--- config.mk ---
export PLATFORM = sky130hd
export DESIGN_NAME = lr35902_dma
export DESIGN_NICKNAME = d
export VERILOG_FILES = /design/src/rtl/lr35902_dma.sv
export SDC_FILE = /design/constraint.sdc
export NUM_CORES = 1
export LEC_CHECK = 0
export ABC_CLOCK_PERIOD_IN_PS = 3000
export CAP_MARGIN = 20
export CORE_UTILIZATION = 45
export DETAILED_ROUTE_END_ITERATION = 8
export HOLD_SLACK_MARGIN = 0.03
export PLACE_DENSITY = 0.78
export SLEW_MARGIN = 20
export SYNTH_ARGS = -nofsm -noshare
export SYNTH_HDL_FRONTEND = slang
export SYNTH_SLANG_ARGS = --single-unit
--- constraint.sdc ---
create_clock -name clk -period 3 [get_ports clk]
set_clock_uncertainty 0.2 [all_clocks]
set_input_delay 0.75 -clock clk [delete_from_list [all_inputs] [get_ports clk]]
set_output_delay 0.75 -clock clk [all_outputs]
set_load 0.05 [all_outputs]
--- src/rtl/lr35902_dma.sv ---
// LR35902 OAM DMA engine: a write to FF46 copies 160 bytes from {src, 0x00..0x9F}
// into OAM at four clocks per byte, after a four-clock start-up delay.
module lr35902_dma (
    input  logic        clk,
    input  logic        reset,
    input  logic        reg_write,
    input  logic [7:0]  reg_din,
    output logic [7:0]  reg_dout,
    output logic        active,
    output logic        drv_ext,
    output logic [15:0] adr_rd,
    output logic        rd,
    input  logic [7:0]  data_in,
    output logic [7:0]  adr_wr,
    output logic        wr,
    output logic [7:0]  data_out
);

    typedef enum logic [1:0] {
        IDLE,
        START,
        XFER
    } state_t;

    localparam logic [7:0] LAST_INDEX = 8'h9F;

    state_t     state;
    state_t     state_nxt;
    logic [1:0] phase;
    logic [1:0] phase_nxt;
    logic [7:0] index;
    logic [7:0] index_nxt;
    logic [7:0] src_hi;
    logic [7:0] src_nxt;
    logic [7:0] eff_nxt;
    logic       xfer_nxt;

    always_comb begin
        state_nxt = state;
        phase_nxt = phase;
        index_nxt = index;
        src_nxt   = src_hi;
        if (reg_write) begin
            state_nxt = START;
            phase_nxt = 2'd0;
            index_nxt = 8'd0;
            src_nxt   = reg_din;
        end else begin
            case (state)
                START: begin
                    phase_nxt = phase + 2'd1;
                    if (phase == 2'd3) begin
                        state_nxt = XFER;
                        index_nxt = 8'd0;
                    end
                end
                XFER: begin
                    phase_nxt = phase + 2'd1;
                    if (phase == 2'd3) begin
                        if (index == LAST_INDEX) begin
                            state_nxt = IDLE;
                            index_nxt = 8'd0;
                        end else begin
                            index_nxt = index + 8'd1;
                        end
                    end
                end
                default: begin
                    phase_nxt = 2'd0;
                    index_nxt = 8'd0;
                end
            endcase
        end
    end

    // Echo RAM at E000-FDFF mirrors C000-DDFF.
    assign eff_nxt  = (src_nxt >= 8'hE0) ? (src_nxt - 8'h20) : src_nxt;
    assign xfer_nxt = (state_nxt == XFER);

    // NOTE: outputs are decoded from the next-state values and registered here, so they
    // change on the same edge as the state they describe and never glitch.
    always_ff @(posedge clk) begin
        if (reset) begin
            state    <= IDLE;
            phase    <= 2'd0;
            index    <= 8'd0;
            src_hi   <= 8'h00;
            reg_dout <= 8'h00;
            active   <= 1'b0;
            drv_ext  <= 1'b0;
            adr_rd   <= 16'h0000;
            rd       <= 1'b0;
            adr_wr   <= 8'h00;
            wr       <= 1'b0;
            data_out <= 8'h00;
        end else begin
            state   <= state_nxt;
            phase   <= phase_nxt;
            index   <= index_nxt;
            src_hi  <= src_nxt;
            active  <= (state_nxt != IDLE);
            // VRAM (8000-9FFF) sits on the internal bus.
            drv_ext <= xfer_nxt && (eff_nxt[7:5] != 3'b100);
            adr_rd  <= xfer_nxt ? {eff_nxt, index_nxt} : 16'h0000;
            rd      <= xfer_nxt && ((phase_nxt == 2'd1) || (phase_nxt == 2'd2));
            adr_wr  <= xfer_nxt ? index_nxt : 8'h00;
            wr      <= xfer_nxt && (phase_nxt == 2'd3);
            if (reg_write) begin
                reg_dout <= reg_din;
            end
            if ((state == XFER) && (phase == 2'd2)) begin
                data_out <= data_in;
            end
        end
    end

endmodule

==> impl_metrics.xml <==
<?xml version="1.0" encoding="UTF-8"?>
<metrics>
  <group name="floorplanning">
    <metric name="die_w" unit="um">74.5</metric>
    <metric name="fp.dieArea" unit="mm^2">0.00554</metric>
    <metric name="num_rows" unit="">26</metric>
    <metric name="floorplan.initialDensity" unit="">0.465</metric>
    <metric name="ioPinCount" unit="">63</metric>
    <metric name="floorplan.core_area" unit="mm^2">0.00507</metric>
    <metric name="chipHeight" unit="um">74.5</metric>
  </group>
  <group name="placement">
    <metric name="placed_cells" unit="">360</metric>
    <metric name="port-buffer-count" unit="">62</metric>
    <metric name="place.detailed.hpwl" unit="um">3290</metric>
    <metric name="placed_cell_area" unit="mm^2">0.00302</metric>
    <metric name="finalWeightedCongestion" unit="">0.778</metric>
  </group>
  <group name="finish">
    <metric name="final_nets" unit="">323</metric>
    <metric name="number_of_filler_instances_in_the_final_layout" unit="">473</metric>
    <metric name="antenna_cells_inserted" unit="">0</metric>
    <metric name="drive_above_1_share" unit="">0.117</metric>
    <metric name="area_growth" unit="%">31.7</metric>
    <metric name="post-route-util" unit="">0.613</metric>
    <metric name="non_filler_cell_area_final" unit="mm^2">0.00311</metric>
    <metric name="post_layout_nonfiller_instances" unit="">368</metric>
    <metric name="final-seq-area" unit="mm^2">0.00112</metric>
    <metric name="multi_input_comb_area" unit="mm^2">0.00107</metric>
  </group>
  <group name="critical_path">
    <metric name="timing.critical_path.buf_inv" unit="">2</metric>
    <metric name="cpPeakStageDelay" unit="ps">500</metric>
    <metric name="cp.required" unit="ps">3030</metric>
    <metric name="crit_path_cell_trace" unit="">clkdlybuf4s50_1, or2_1, buf_4, a311oi_2, a31oi_1, nor4_2</metric>
    <metric name="setup.worst_path.class" unit="">in2reg</metric>
    <metric name="crit_fanout" unit="">11</metric>
    <metric name="crit_path_top_delay_cell" unit="">clkdlybuf4s50_1</metric>
    <metric name="critical_path.startpoint_type" unit="">input pin</metric>
    <metric name="timing.critical_path.max_delay_family" unit="">buffers and inverters</metric>
    <metric name="critPathCaptureType" unit="">flip-flop</metric>
    <metric name="timing.critical_path.arrival" unit="ps">2550</metric>
  </group>
  <group name="sta">
    <metric name="final.min_clock_period" unit="ps">2520</metric>
    <metric name="slew_of_the_pin_with_the_lowest_slew_margin" unit="ps">570</metric>
    <metric name="fin_setup_tns" unit="ps">0</metric>
    <metric name="final_min_period_over_clock_period" unit="">0.841</metric>
    <metric name="grt_setup_unrepaired" unit="">no</metric>
    <metric name="relSlewSlack" unit="">0.620</metric>
    <metric name="fmaxAchievable" unit="MHz">396</metric>
    <metric name="final_hold_viol_count" unit="">0</metric>
    <metric name="slew_violations" unit="">0</metric>
    <metric name="final-setup-viol-count" unit="">0</metric>
  </group>
  <group name="global_route">
    <metric name="aggregate_global_route_resource_usage" unit="">0.177</metric>
    <metric name="grt_max_degree" unit="">35</metric>
    <metric name="total_congestion_overflow" unit="">0</metric>
    <metric name="initial_antenna_violation_count" unit="">0</metric>
    <metric name="wire_length_of_the_first_global_routing_pass" unit="um">7390</metric>
    <metric name="first_global_vias" unit="">1643</metric>
  </group>
  <group name="yosys">
    <metric name="synth-adder-area-share" unit="">0.0371</metric>
    <metric name="syn_area_per_cell" unit="um^2">9.80</metric>
    <metric name="post_synth_and_or_nand_nor_area_fraction" unit="">0.226</metric>
    <metric name="synthArstFlopShare" unit="">0</metric>
    <metric name="fraction_of_the_mapped_netlist_area_in_compound_gates" unit="">0.124</metric>
    <metric name="largest_family_of_logic_cells_by_synthesized_area" unit="">simple AND/OR/NAND/NOR gates</metric>
    <metric name="synth.distinct_cells" unit="">41</metric>
    <metric name="syn_inst" unit="">241</metric>
    <metric name="yosys_register_bits" unit="">56</metric>
    <metric name="synth.cell_area" unit="mm^2">0.00236</metric>
    <metric name="synth-edff-count" unit="">0</metric>
    <metric name="synth.mux.area_fraction" unit="">0.0678</metric>
    <metric name="parity_gate_share_of_the_synthesized_area_counting_xor_and_xnor_cells" unit="">0</metric>
    <metric name="synth_top_flop_cell" unit="">dfxtp_1</metric>
    <metric name="synth.yosys.warnings" unit="">0</metric>
    <metric name="synth_seq_area_share" unit="">0.475</metric>
    <metric name="synth_fp_nets" unit="">267</metric>
  </group>
  <group name="clock_tree">
    <metric name="cts_resized" unit="">0</metric>
    <metric name="ctsLongestPathBuffers" unit="">2</metric>
    <metric name="postCtsSetupBuffers" unit="">0</metric>
    <metric name="cell_chosen_for_the_clock_root" unit="">clkbuf_8</metric>
    <metric name="tritoncts.num_buffers" unit="">5</metric>
    <metric name="cts_num_sinks" unit="">56</metric>
    <metric name="worst_skew_pair.late_latency" unit="ps">320</metric>
    <metric name="cts_hold_repair.buffers" unit="">0</metric>
    <metric name="clk_transition_reported_paths" unit="ps">100</metric>
    <metric name="tritoncts" unit="">yes</metric>
    <metric name="h-tree-depth" unit="">2</metric>
  </group>
  <group name="route">
    <metric name="highest_layer" unit="">met4</metric>
    <metric name="detailedRoute.firstIterationViolations" unit="">55</metric>
    <metric name="routed-wl-met3" unit="um">256</metric>
    <metric name="wl_met2" unit="um">2170</metric>
    <metric name="wl_per_cell" unit="um">12.8</metric>
    <metric name="drcViolationCount" unit="">0</metric>
    <metric name="drt-pass1-iter-count" unit="">4</metric>
    <metric name="met1_length" unit="um">2200</metric>
    <metric name="drt-total-wl" unit="um">4690</metric>
    <metric name="vias" unit="">1887</metric>
    <metric name="average_vias_per_placed_instance" unit="">5.13</metric>
    <metric name="postRouteAntennaNets" unit="">0</metric>
  </group>
  <group name="pwr">
    <metric name="fin_total_pwr" unit="W">0.00134</metric>
    <metric name="cellLeakagePower" unit="nW">1.15</metric>
    <metric name="power_density" unit="mW/mm^2">430</metric>
    <metric name="vdd_ir_drop_max" unit="mV">0.387</metric>
  </group>
  <group name="run_status">
    <metric name="status" unit="">completed</metric>
  </group>
  <group name="worst_hold_path">
    <metric name="worst_hold_path_type" unit="">reg2reg</metric>
  </group>
  <group name="flow_run">
    <metric name="timing.max_cap.violations" unit="">0</metric>
  </group>
</metrics>
-- placed cells by master (no fill, tap or decap), types with 3 or more instances in the layout --
cell	count
and3_1	4
a31oi_1	3
nor3_1	17
buf_4	9
inv_1	8
nand2_1	15
nor2b_1	3
clkbuf_8	5
a21oi_1	16
nand3_1	8
nor3b_2	3
dfxtp_1	56
mux2i_1	16
nand4_1	3
nor2_1	26
clkdlybuf4s50_1	62
nor4_2	7
ha_1	7
-- registers in the layout, summed over array words and instances, names as in the netlist --
| register | flops |
|---|---|
| src_hi | 8 |
| wr | 1 |
| phase | 2 |
| index | 8 |
| drv_ext | 1 |
| state | 2 |
| rd | 1 |
| adr_rd | 16 |
| data_out | 8 |
| reg_dout | 8 |
| active | 1 |
-- cells in the mapped netlist (2+ instances only) --
cell type / count / share of area
buf_2: 4 / 0.0085
ha_1: 7 / 0.037
a21oi_1: 16 / 0.034
mux2i_1: 16 / 0.068
or4b_1: 2 / 0.0085
nor2_1: 26 / 0.041
nor3_1: 17 / 0.036
o21ai_0: 2 / 0.0042
nand2_1: 15 / 0.024
nor2b_1: 3 / 0.0079
nor3b_2: 3 / 0.016
inv_1: 8 / 0.013
dfxtp_1: 56 / 0.47
clkbuf_1: 6 / 0.0095
buf_4: 10 / 0.032
a21o_1: 2 / 0.0064
and3_1: 4 / 0.011
buf_1: 2 / 0.0032
a31oi_1: 3 / 0.0079
nand4b_1: 2 / 0.0074
nand4_1: 3 / 0.0079
nor4_2: 7 / 0.037
nand3_1: 8 / 0.017
a2111oi_4: 2 / 0.023
-- final cells by class --
class | instances | area share
Clock buffer | 5 | 0.0221
Clock inverter | 3 | 0.00684
Inverter | 8 | 0.00965
Multi-Input combinational cell | 154 | 0.345
Sequential cell | 56 | 0.360
Tap cell | 70 | 0.0281
Timing Repair Buffer | 72 | 0.228
-- path summary, 6_finish.rpt --
kind	startpoint	end	slack, ps	cells past startpoint
max reg2reg	state[0]	adr_rd[5]	670	7
max	reg_write	adr_rd[5]	480	6
min	data_out[1]	data_out[1]	260	2
min reg2reg	data_out[1]	data_out[1]	260	2
-- per-stage QoR --
step,hold slack (ps),setup WS [ps]
after floorplan,257,502
after global placement,244,214
after detailed placement,247,166
after CTS,262,503
after global routing,285,345
final,259,478
-- power breakdown --
part | total, W | leakage [nW] | internal, W | switching (W)
Sequential | 0.000764 | 0.455 | 0.000758 | 0.00000631
Combinational | 0.000157 | 0.646 | 0.0000694 | 0.0000874
Clock | 0.000418 | 0.0445 | 0.000166 | 0.000252
-- worst register-to-register path, cell delays in order, from the launching register on --
cell and delay (ps):
dfxtp_1 380, inv_1 60, ha_1 350, or2_1 240
buf_4 180, a311oi_2 420, a31oi_1 200, nor4_2 220
-- routing by layer --
layer | track usage | up-vias
met5 | 0 | -
met4 | 0.0629 | 0
met3 | 0.0596 | 8
met2 | 0.292 | 52
met1 | 0.215 | 881
li1 | - | 946
-- cells by family (layout without fill, tap and decap cells) --
logic type      count (synthesis)  count (layout)
compound gates                 37              37
fa+ha+maj                       7               7
buf+inv                        31              88
flops                          56              56
mux                            16              16
simple gates                   94              94
(Power assumes the default switching activity.)
